===== config.mk =====
export PLATFORM = sky130hd
export DESIGN_NAME = fetch_stage
export DESIGN_NICKNAME = d
export VERILOG_FILES = /design/src/rtl/cpu_pkg.sv /design/src/rtl/pc_reg.sv /design/src/rtl/fetch_stage.sv
export SDC_FILE = /design/constraint.sdc
export NUM_CORES = 1
export LEC_CHECK = 0
export CELL_PAD_IN_SITES_DETAIL_PLACEMENT = 1
export CELL_PAD_IN_SITES_GLOBAL_PLACEMENT = 1
export CORE_ASPECT_RATIO = 0.8
export CORE_MARGIN = 3
export CORE_UTILIZATION = 33
export CTS_CLUSTER_SIZE = 40
export DETAILED_ROUTE_END_ITERATION = 12
export GPL_TIMING_DRIVEN = 0
export PLACE_DENSITY_LB_ADDON = 0.12
export SYNTH_ARGS = -nofsm -noshare
export SYNTH_HDL_FRONTEND = slang
export SYNTH_SLANG_ARGS = --single-unit

===== constraint.sdc =====
create_clock -name clk -period 3.3 [get_ports clk]
set_input_delay 0.66 -clock clk [delete_from_list [all_inputs] [get_ports clk]]
set_output_delay 0.66 -clock clk [all_outputs]
set_load 0.01 [all_outputs]

===== src/rtl/cpu_pkg.sv =====
// Shared pipeline definitions: fetch-stage constants, fetch state encoding and
// the fetch-to-decode bundle.
package cpu_pkg;

    localparam int              PC_W     = 32;
    localparam logic [PC_W-1:0] RESET_PC = '0;
    localparam int              PC_STEP  = 1;
    localparam logic [PC_W-1:0] NOP_INSN = 32'h0000_0000;

    typedef enum logic {
        EMPTY = 1'b0,
        VALID = 1'b1
    } fetch_state_t;

    typedef struct packed {
        logic [PC_W-1:0] pc;
        logic [PC_W-1:0] insn;
        logic            valid;
    } fetch_out_t;

endpackage


===== src/rtl/pc_reg.sv =====
// Program-counter register with synchronous clear, enable and load value.
module pc_reg #(
    parameter int         W         = 32,
    parameter logic [W-1:0] RESET_VAL = '0
) (
    input  logic         clk,
    input  logic         clr,
    input  logic         en,
    input  logic [W-1:0] d,
    output logic [W-1:0] q
);

    // NOTE: sequential state uses <= so every register samples pre-edge values.
    always_ff @(posedge clk) begin
        if (clr) begin
            q <= RESET_VAL;
        end else if (en) begin
            q <= d;
        end
    end

endmodule


===== src/rtl/fetch_stage.sv =====
// Instruction-fetch stage: owns the PC, drives the synchronous imem address,
// squashes wrong-path fetches on redirect and holds under stall.
module fetch_stage #(
    parameter int              PC_W     = cpu_pkg::PC_W,
    parameter logic [PC_W-1:0] RESET_PC = cpu_pkg::RESET_PC,
    parameter int              PC_STEP  = cpu_pkg::PC_STEP,
    parameter logic [PC_W-1:0] NOP_INSN = cpu_pkg::NOP_INSN
) (
    input  logic            clk,
    input  logic            clr,
    input  logic            stall,
    input  logic            redirect_en,
    input  logic [PC_W-1:0] redirect_pc,
    output logic [PC_W-1:0] imem_addr,
    input  logic [PC_W-1:0] imem_data,
    output logic [PC_W-1:0] fd_pc,
    output logic [PC_W-1:0] fd_insn,
    output logic            fd_en,
    output logic            fd_valid
);

    import cpu_pkg::*;

    localparam logic [PC_W-1:0] STEP = PC_W'(PC_STEP);

    logic [PC_W-1:0] pc_q;
    logic [PC_W-1:0] pc_d;
    logic [PC_W-1:0] fetch_pc_q;
    logic            pc_en;
    fetch_state_t    state_q;
    fetch_state_t    state_d;

    // A redirect overrides a simultaneous stall; otherwise a stall freezes both PCs.
    assign pc_en = redirect_en | ~stall;
    assign pc_d  = redirect_en ? redirect_pc : pc_q + STEP;

    pc_reg #(
        .W         (PC_W),
        .RESET_VAL (RESET_PC)
    ) u_pc (
        .clk (clk),
        .clr (clr),
        .en  (pc_en),
        .d   (pc_d),
        .q   (pc_q)
    );

    pc_reg #(
        .W         (PC_W),
        .RESET_VAL (RESET_PC)
    ) u_fetch_pc (
        .clk (clk),
        .clr (clr),
        .en  (pc_en),
        .d   (pc_q),
        .q   (fetch_pc_q)
    );

    always_ff @(posedge clk) begin
        if (clr) begin
            state_q <= EMPTY;
        end else begin
            state_q <= state_d;
        end
    end

    // NOTE: state_d gets its default first so no path can infer a latch.
    always_comb begin
        state_d = state_q;
        if (redirect_en) begin
            state_d = EMPTY;
        end else if (!stall) begin
            state_d = VALID;
        end
    end

    // Under stall the displayed address is re-issued so imem_data stays stable.
    assign imem_addr = (stall && !redirect_en) ? fetch_pc_q : pc_q;
    assign fd_valid  = (state_q == VALID) && !redirect_en;
    assign fd_insn   = fd_valid ? imem_data : NOP_INSN;
    assign fd_pc     = fetch_pc_q + STEP;
    assign fd_en     = !stall || redirect_en;

endmodule


==> metrics.yaml, run 1 <==
timing:
  period_share_pct: 97.1
  holdWs_ps: 561
  rsz0062_at_grt: "false"
  fin_skew_ps: 7.68
  tightest_slew_ps: 624
  max_freq_mhz: 312
  slew_headroom_pct: 58.0
  setup_violations: 0
  min_period_ps: 3210
  finalMaxSlewViolations: 0
  hold_violations: 0
synth:
  synth_top_area_cell: "dfxtp_1"
  synthCells: 485
  yosysWarnings: 0
  ys_top_cells_by_area: "dfxtp_1, mux2_2, xnor2_1"
  synth-seq-area-share_pct: 32.2
  synth_ff_type: "dfxtp_1"
  synth.distinct_cells: 53
  postSynth.asyncResetShare_pct: 0
  netlist_area_sq_um: 4040
  synth.avg_cell_area_sq_um: 8.33
  synth_top_area_share_pct: 32.2
  synth-seq-cells: 65
  synth_edf_count: 0
  synth_nets: 555
clock_tree:
  clockBufferDepth: 2
  numCtsBuffers: 9
  cts.clk_slew.worst_paths_ps: 60
  cts_root_buffer: "clkbuf_16"
  htreeDepth: 3
  clkLatencyLatePin_ps: 320
  hold_buffers: 0
  clock_sinks: 65
  cts_tree: "yes"
critical_path:
  end_kind: "output pin"
  critPathKind: "in -> out"
  worstSetupStartpointType: "input port"
  crit_path_top_delay_cell: "clkdlybuf4s50_1"
  crit_fanout: 10
  crit_chain: "clkdlybuf4s50_1 -> nor2b_1 -> buf_2 -> buf_4 -> mux2_2 -> clkdlybuf4s50_1"
  crit_path_frequent_cell: "clkdlybuf4s50_1"
  critPathArrivalTime_ps: 2550
  cp_slowest_stage_delay_ps: 480
  critPathRequiredTime_ps: 2640
layout:
  drive_gt1_share_pct: 11.7
  fillerInstances: 1365
  antennaDiodeCount: 0
  layout.nets: 734
  area_growth_pct: 55.9
routing:
  drtIter0Drc: 234
  firstDrtPassIters: 4
  wirelength_um: 15400
  detailroute.via_count: 4415
  vias_per_cell: 5.40
  detail-route-antenna-nets: 0
  drc: 0
  wl_per_cell_um: 18.9
grt:
  grt_pass1_wl_um: 24200
  grt_pass1_vias: 4609
  antenna_found_initial: 0
  grt_usage_pct: 22.3
  grt_max_degree: 13
  overflow: 0
pwr:
  p_total_mw: 2.40
  powerDensity_nw_per_um2: 380
  leakage_nw: 2.42
  peakVddDrop_mv: 0.280
floorplanning:
  core_sq_um: 11700
  rows: 35
  chipHeight_um: 105
  die_area_sq_um: 13600
  fp.dieW_um: 130
  start_util_pct: 34.4
  pin_count: 166
place:
  gp_congestion: 0.859
  io_buffers: 164
  dp_hpwl_um: 12200
status:
  outcome: "finished, final reports clean"
flow_run:
  drv_cap: 0
min_path:
  hp-class: "reg -> reg"
path summary, 6_finish.rpt:
kind,from,to,slack [ps],cells past startpoint
max,redirect_en,imem_addr[14],90,6
min reg2reg,u_pc.q[18],u_pc.q[18],560,2
max reg2reg,u_pc.q[0],u_pc.q[24],930,6
min,u_pc.q[18],u_pc.q[18],560,2
sequential cells by signal, indices dropped and copies added (netlist names):
signal / count
state_q: 1
u_pc.q: 32
u_fetch_pc.q: 32
stage by stage:
stage | instance area (sq um) | util [%] | setup TNS, ps | cells | setup slack, ps
after floorplan | 4040 | - | 0 | 485 | 795
after global placement | 5870 | 50.0 | -20610 | 797 | -655
after detailed placement | 5870 | 50.0 | -23360 | 797 | -697
after CTS | 6260 | 53.3 | 0 | 815 | 1.87
after global routing | 6300 | 53.7 | 0 | 817 | 3.00
final | 6300 | 53.7 | 0 | 817 | 94.7
logic make-up after synthesis:
logic type | Yosys count | synth area share, %
AO/OA/AOI/OAI | 56 | 9.82
XOR/XNOR | 43 | 9.32
adder cells (fa/ha/maj) | 2 | 0.619
buffers and inverters | 43 | 4.40
flip-flops | 65 | 32.2
multiplexers | 31 | 8.61
AND/OR/NAND/NOR | 245 | 35.0
what timing repair did:
action | CTS | global route
buffers inserted | 2 | 2
endpoints found under the setup margin | 80 | 62
resized for setup | 17 | 14
pin swaps | 1 | 1
routing by layer:
layer  vias up  global-route usage, %  wire length, um
li1       2131                      -                -
met4         0                   4.38              181
met5         -                      0                0
met1      2089                   28.7             6700
met2       181                   37.9             7340
met3        14                   5.57             1200
Yosys cell counts (2+ instances only):
library cell and instances:
dfxtp_1 65, and3_1 40, nor2_1 37, nand2_1 35
nor2b_1 34, mux2_2 30, xnor2_1 30, nand3_1 26
clkbuf_1 25, nand4_1 21, o21ai_0 13, xor2_1 13
a211oi_1 11, and4_1 9, inv_1 9, or3_1 8
or4_1 7, a21oi_1 6, a311oi_1 6, nor4_1 6
buf_2 4, nor3_1 4, nor3b_1 4, o31ai_1 4
a2111oi_0 3, a221oi_1 3, o31a_1 3, buf_1 2
ha_1 2, o21bai_1 2
cell type report:
class / count / area (sq um) / share of cell area (%)
clock inverters: 6 / 88.8 / 1.41
flip-flops and latches: 65 / 1300 / 20.7
well taps: 148 / 185 / 2.94
multi-input cells: 377 / 2580 / 41.0
inverters: 10 / 40.0 / 0.636
clock buffers: 10 / 239 / 3.79
plain buffers: 33 / 173 / 2.74
repair buffers: 168 / 1690 / 26.8
worst max-delay path, delay by kind of cell:
family / cells / cell delay, ps
buf+inv: 4 / 1370
mux: 1 / 380
simple gates: 1 / 120
placed cells by master, fill, tap and decap left out, types with 2 or more instances in the layout:
cell / instances
a2111oi_0: 3
a211oi_1: 11
a21oi_1: 6
a221oi_1: 3
a311oi_1: 6
and3_1: 40
and4_1: 8
buf_2: 5
buf_4: 8
bufinv_16: 2
clkbuf_1: 17
clkbuf_16: 9
clkbuf_2: 2
clkbuf_8: 2
clkdlybuf4s50_1: 163
clkinvlp_4: 2
dfxtp_1: 64
ha_1: 2
inv_1: 9
mux2_2: 30
nand2_1: 35
nand3_1: 26
nand4_1: 21
nor2_1: 37
nor2b_1: 34
nor3_1: 3
nor3b_1: 4
nor4_1: 6
o21ai_0: 13
o21bai_1: 2
o31a_1: 3
o31ai_1: 4
or3_1: 8
or4_1: 7
xnor2_1: 30
xor2_1: 13
where the power goes:
part           switching, mW  internal, mW  total (mW)
Clock                  0.351         0.683        1.03
Sequential            0.0789         0.834       0.913
Combinational          0.183         0.266       0.450
No activity file was read; power rests on OpenSTA's default activity.
==> run 2: changes to the inputs <==
--- a/config.mk
+++ b/config.mk
@@ -5,6 +5,7 @@
 export SDC_FILE = /design/constraint.sdc
 export NUM_CORES = 1
 export LEC_CHECK = 0
+export CAP_MARGIN = 40
 export CELL_PAD_IN_SITES_DETAIL_PLACEMENT = 1
 export CELL_PAD_IN_SITES_GLOBAL_PLACEMENT = 1
 export CORE_ASPECT_RATIO = 0.8
==> metrics.yaml, run 2 (synthesis results as in run 1) <==
routing:
  detailroute.via_count: 4432  # +0.39%
  drc: 0  # unchanged
  vias_per_cell: 5.44  # +0.63%
  detail-route-antenna-nets: 0  # unchanged
  drtIter0Drc: 205  # -12%
  wl_per_cell_um: 19.3  # +2.3%
  firstDrtPassIters: 4  # unchanged
  wirelength_um: 15700  # +2.1%
layout:
  drive_gt1_share_pct: 11.5  # -0.11 points
  design_area_sq_um: 6290  # -0.14%
  final_cell_mix: "clkdlybuf4s50_1, dfxtp_1, and3_1, nor2_1, nand2_1"
  antennaDiodeCount: 0  # unchanged
  area_growth_pct: 55.7
  layout.nets: 733  # -0.14%
  seq_area_sq_um: 1300  # unchanged
  multiInputGateArea_sq_um: 2570  # -0.34%
  reg_top3: "u_fetch_pc.q (32), u_pc.q (32), state_q (1)"
  fillerInstances: 1336  # -2.1%
  layout_commonest_cell: "clkdlybuf4s50_1"
clock_tree:
  htreeDepth: 3  # unchanged
  clkLatencyLatePin_ps: 330  # about the same
  clock_sinks: 65  # unchanged
  numCtsBuffers: 9  # unchanged
  cts.clk_slew.worst_paths_ps: 50  # about the same
  cts_tree: "yes"
  cts_root_buffer: "clkbuf_16"
  clockBufferDepth: 2  # unchanged
critical_path:
  crit_path_top_delay_cell: "clkdlybuf4s50_1"
  crit_path_frequent_cell: "clkdlybuf4s50_1"
  crit_fanout: 10  # unchanged
  critPathRequiredTime_ps: 2640  # about the same
  critPathArrivalTime_ps: 2550  # about the same
  critPathBufInv: 6  # +2
  worstSetupStartpointType: "input port"
  crit_family: "buffers and inverters"
  critPathKind: "in -> out"
  end_kind: "output pin"
  crit_chain: "clkdlybuf4s50_1 -> clkbuf_4 -> inv_4 -> clkbuf_8 -> buf_2 -> and3_1 -> clkdlybuf4s50_1"
  cp_slowest_stage_delay_ps: 540  # +60 ps
pwr:
  leakage_nw: 2.46  # +1.5%
  peakVddDrop_mv: 0.264  # -5.8%
  powerDensity_nw_per_um2: 379  # -0.27%
  p_total_mw: 2.39  # -0.41%
grt:
  antenna_found_initial: 0  # unchanged
  grt_usage_pct: 22.8  # +0.44 points
  grt_pass1_wl_um: 24500  # +1.4%
  grt_max_degree: 12  # -1
  grt_pass1_vias: 4566  # -0.93%
  overflow: 0  # unchanged
min_path:
  hp-class: "reg -> reg"
timing:
  tns_ps: 0  # unchanged
  max_freq_mhz: 312  # -0.15%
  period_share_pct: 97.3  # +0.15 points
  setup_violations: 0  # unchanged
  tightest_slew_ps: 640  # +15.1 ps
  holdWs_ps: 574  # +13.3 ps
  hold_violations: 0  # unchanged
  slew_headroom_pct: 57.0  # -1.0 points
  rsz0062_at_grt: "true"
  min_period_ps: 3210  # +4.84 ps
  fin_ws_ps: 89.9  # -4.84 ps
  fin_skew_ps: 6.19  # -1.49 ps
  finalMaxSlewViolations: 0  # unchanged
place:
  io_buffers: 164  # unchanged
  gp_congestion: 0.859  # unchanged
  dp_hpwl_um: 12100  # -0.83%
  dpl_worst_slack_ps: -698  # -1.06 ps
  place_area_sq_um: 5870  # +0.13%
floorplanning:
  start_util_pct: 34.4  # unchanged
  core_sq_um: 11700  # unchanged
  fp.dieW_um: 130  # unchanged
  pin_count: 166  # unchanged
  rows: 35  # unchanged
  chipHeight_um: 105  # unchanged
  die_area_sq_um: 13600  # unchanged
status:
  outcome: "finished, final reports clean"
flow_run:
  drv_cap: 0  # unchanged
## run 2: power breakdown
part | internal (mW) | leakage [nW] | total, mW | switching [mW]
clock network | 0.677 | 0.159 | 1.02 | 0.345
logic | 0.267 | 1.76 | 0.451 | 0.184
registers | 0.834 | 0.536 | 0.914 | 0.0793
## run 2: cell type report
type,count,share of cell area (%)
Buffer,33,2.90
Clock buffer,10,3.80
Inverter,10,0.637
Sequential cell,65,20.7
Tap cell,148,2.94
Timing Repair Buffer,167,26.8
Multi-Input combinational cell,377,40.9
Clock inverter,5,1.25
## run 2: worst paths after layout
kind | start | endpoint | slack (ps) | depth (start not counted)
max | redirect_en | fd_insn[17] | 90 | 7
min | u_pc.q[18] | u_pc.q[18] | 570 | 2
max reg2reg | u_pc.q[0] | u_pc.q[30] | 930 | 6
min reg2reg | u_pc.q[18] | u_pc.q[18] | 570 | 2
## run 2: per-stage QoR
step,instances,util (%)
floorplan,485,-
global placement,797,50.0
detailed placement,798,50.1
CTS,813,53.1
global route,815,53.6
finish,815,53.6
## run 2: repair_timing
action	4_1_cts	5_1_grt
buffers inserted	0	2
gates resized for setup	18	18
hold buffers	0	0
pin swaps	0	1
setup endpoints to repair	74	67
## run 2: tightest hold or removal path: stages (launching register included)
cell,delay [ps]
dfxtp_1,350
o21ai_0,90
a311oi_1,80
## run 2: per-layer routing
layer	vias to the layer above	GRT usage, %	part of all wire, %	wire (um)
met4	0	4.53	1.4	225
li1	2117	-	-	-
met1	2110	29.7	45	7020
met5	-	0	0	0
met2	183	37.9	47	7400
met3	22	5.98	7.0	1100
==> run 3: changes to the inputs <==
--- a/config.mk
+++ b/config.mk
@@ -9,7 +9,7 @@
 export CELL_PAD_IN_SITES_DETAIL_PLACEMENT = 1
 export CELL_PAD_IN_SITES_GLOBAL_PLACEMENT = 1
 export CORE_ASPECT_RATIO = 0.8
-export CORE_MARGIN = 3
+export CORE_MARGIN = 2
 export CORE_UTILIZATION = 33
 export CTS_CLUSTER_SIZE = 40
 export DETAILED_ROUTE_END_ITERATION = 12
==> metrics.yaml, run 3 (synthesis results as in run 1) <==
critical_path:
  cp_slowest_stage_delay_ps: 490  # -50 ps
  crit_path_top_delay_cell: "clkdlybuf4s50_1"
  crit_family: "buffers and inverters"
  critPathRequiredTime_ps: 2640  # about the same
  crit_chain: "clkdlybuf4s50_1 -> nor2b_1 -> clkbuf_4 -> clkbuf_4 -> mux2_2 -> clkdlybuf4s50_1"
  crit_fanout: 10  # unchanged
  worstSetupStartpointType: "input port"
  critPathBufInv: 4  # -2
  critPathArrivalTime_ps: 2590  # +40 ps
  end_kind: "output pin"
  critPathKind: "in -> out"
pwr:
  p_comb_share_pct: 18.5  # -0.4 points
  peakVddDrop_mv: 0.258  # -2.2%
  p_switching_mw: 0.625  # +2.8%
  powerDensity_nw_per_um2: 385  # +1.5%
  clockPowerShare_pct: 44.0  # +1.2 points
  swShare_pct: 25.7  # +0.25 points
  seqPwrFrac_pct: 37.5  # -0.8 points
  p_total_mw: 2.43  # +1.8%
  p_int_mw: 1.80  # +1.4%
  leakage_nw: 2.43  # -0.98%
routing:
  detailroute.via_count: 4450  # +0.41%
  detail-route-antenna-nets: 0  # unchanged
  wirelength_um: 15000  # -4.6%
  drtIter0Drc: 208  # +1.5%
  vias_per_cell: 5.43  # -0.21%
  wl_per_cell_um: 18.3  # -5.2%
  drc: 0  # unchanged
  firstDrtPassIters: 4  # unchanged
floorplanning:
  fp.dieW_um: 128  # -1.5%
  core_sq_um: 12100  # +2.9%
  pin_count: 166  # unchanged
  start_util_pct: 33.5  # -0.96 points
  rows: 36  # +2.9%
  chipHeight_um: 103  # -1.9%
  die_area_sq_um: 13100  # -3.4%
grt:
  overflow: 0  # unchanged
  grt_max_degree: 12  # unchanged
  grt_pass1_vias: 4565  # -0.022%
  grt_pass1_wl_um: 23700  # -3.3%
  grt_usage_pct: 22.9  # +0.16 points
  antenna_found_initial: 0  # unchanged
layout:
  final_util_pct: 52.2  # -1.4 points
  design_area_sq_um: 6300  # +0.24%
  drive_gt1_share_pct: 11.4  # -0.17 points
  layout.nets: 733  # unchanged
  reg_top3: "u_fetch_pc.q (32), u_pc.q (32), state_q (1)"
  layout_commonest_cell: "clkdlybuf4s50_1"
  area_growth_pct: 56.0
  final_cell_mix: "clkdlybuf4s50_1, dfxtp_1, and3_1, nor2_1, nand2_1"
  antennaDiodeCount: 0  # unchanged
timing:
  tightest_slew_ps: 579  # -60.2 ps
  finalMaxSlewViolations: 0  # unchanged
  slew_headroom_pct: 61.4  # +4.4 points
  setup_violations: 0  # unchanged
  min_period_ps: 3250  # +39.8 ps
  fin_skew_ps: 6.82  # +0.633 ps
  hold_violations: 0  # unchanged
  max_freq_mhz: 308  # -1.2%
  period_share_pct: 98.5  # +1.2 points
flow_run:
  drv_cap: 0  # unchanged
clock_tree:
  htreeDepth: 3  # unchanged
  clockBufferDepth: 2  # unchanged
  clock_sinks: 65  # unchanged
  clkLatencyLatePin_ps: 330  # about the same
  hold_buffers: 0  # unchanged
  numCtsBuffers: 9  # unchanged
  cts.clk_slew.worst_paths_ps: 60  # about the same
  cts_root_buffer: "clkbuf_16"
  cts_tree: "yes"
place:
  gp_congestion: 0.822  # -4.3%
  place_area_sq_um: 5880  # about the same
  dp_hpwl_um: 11700  # -3.2%
  io_buffers: 164  # unchanged
min_path:
  hp-class: "reg -> reg"
status:
  outcome: "finished, final reports clean"
==> run 3: changes by cell type in the layout (fill, tap and decap cells not counted), sizes merged <==
cell,change
clkbuf,+3
clkdlybuf4s50,+2
clkinv,-2
clkinvlp,+2
dlymetal6s2s,-2
buf,-1
inv,-1
==> run 3: tightest hold or removal path, cell delays in order, from the launching register on <==
cell and delay (ps):
dfxtp_1 330, o21ai_0 80, a311oi_1 90
==> run 3: stage by stage <==
step	std cells	setup WS (ps)	hold WS [ps]	setup TNS, ps
final	820	50.1	551	0
after global routing	820	-8.86	594	-8.86
after CTS	819	-40.2	550	-551
after detailed placement	802	-730	542	-25050
after global placement	801	-722	518	-25350
after floorplan	485	795	485	0
==> run 3: layout make-up <==
type                            instances  area [sq um]
Fill cell                            1392          5770
Multi-Input combinational cell        377          2580
Timing Repair Buffer                  167          1680
Sequential cell                        65          1300
Clock buffer                           12           256
Tap cell                              152           190
Buffer                                 33           178
Clock inverter                          4          75.1
Inverter                               10          40.0
==> run 3: worst paths after layout <==
| kind | startpoint | endpoint | slack (ps) | cells after the start |
|---|---|---|---|---|
| max | redirect_en | imem_addr[14] | 50 | 6 |
| min | u_pc.q[18] | u_pc.q[18] | 550 | 2 |
| max reg2reg | u_pc.q[1] | u_pc.q[30] | 1000 | 6 |
| min reg2reg | u_pc.q[18] | u_pc.q[18] | 550 | 2 |
==> run 3: repair_timing <==
action | 4_1_cts | 5_1_grt
setup endpoints to repair | 72 | 68
setup buffers | 1 | 1
cloned | 0 | 0
gates resized for setup | 17 | 16
pin swaps | 0 | 1
==> run 3: routing by layer <==
| metal | share of wire [%] | routed length [um] | track usage [%] | vias to the layer above |
|---|---|---|---|---|
| li1 | - | - | - | 2120 |
| met1 | 46 | 6870 | 29.6 | 2126 |
| met2 | 45 | 6790 | 38.4 | 178 |
| met3 | 6.9 | 1040 | 5.66 | 26 |
| met4 | 2.1 | 312 | 6.85 | 0 |
| met5 | 0 | 0 | 0 | - |
==> run 3: power groups by stage <==
stage	sequential, mW	clock, mW	combinational [mW]
2_1_floorplan	0.895	0	0.203
3_3_place_gp	0.920	0	0.435
3_5_place_dp	0.925	0	0.444
4_1_cts	0.908	1.07	0.451
5_1_grt	0.919	1.11	0.484
6_report	0.910	1.07	0.449
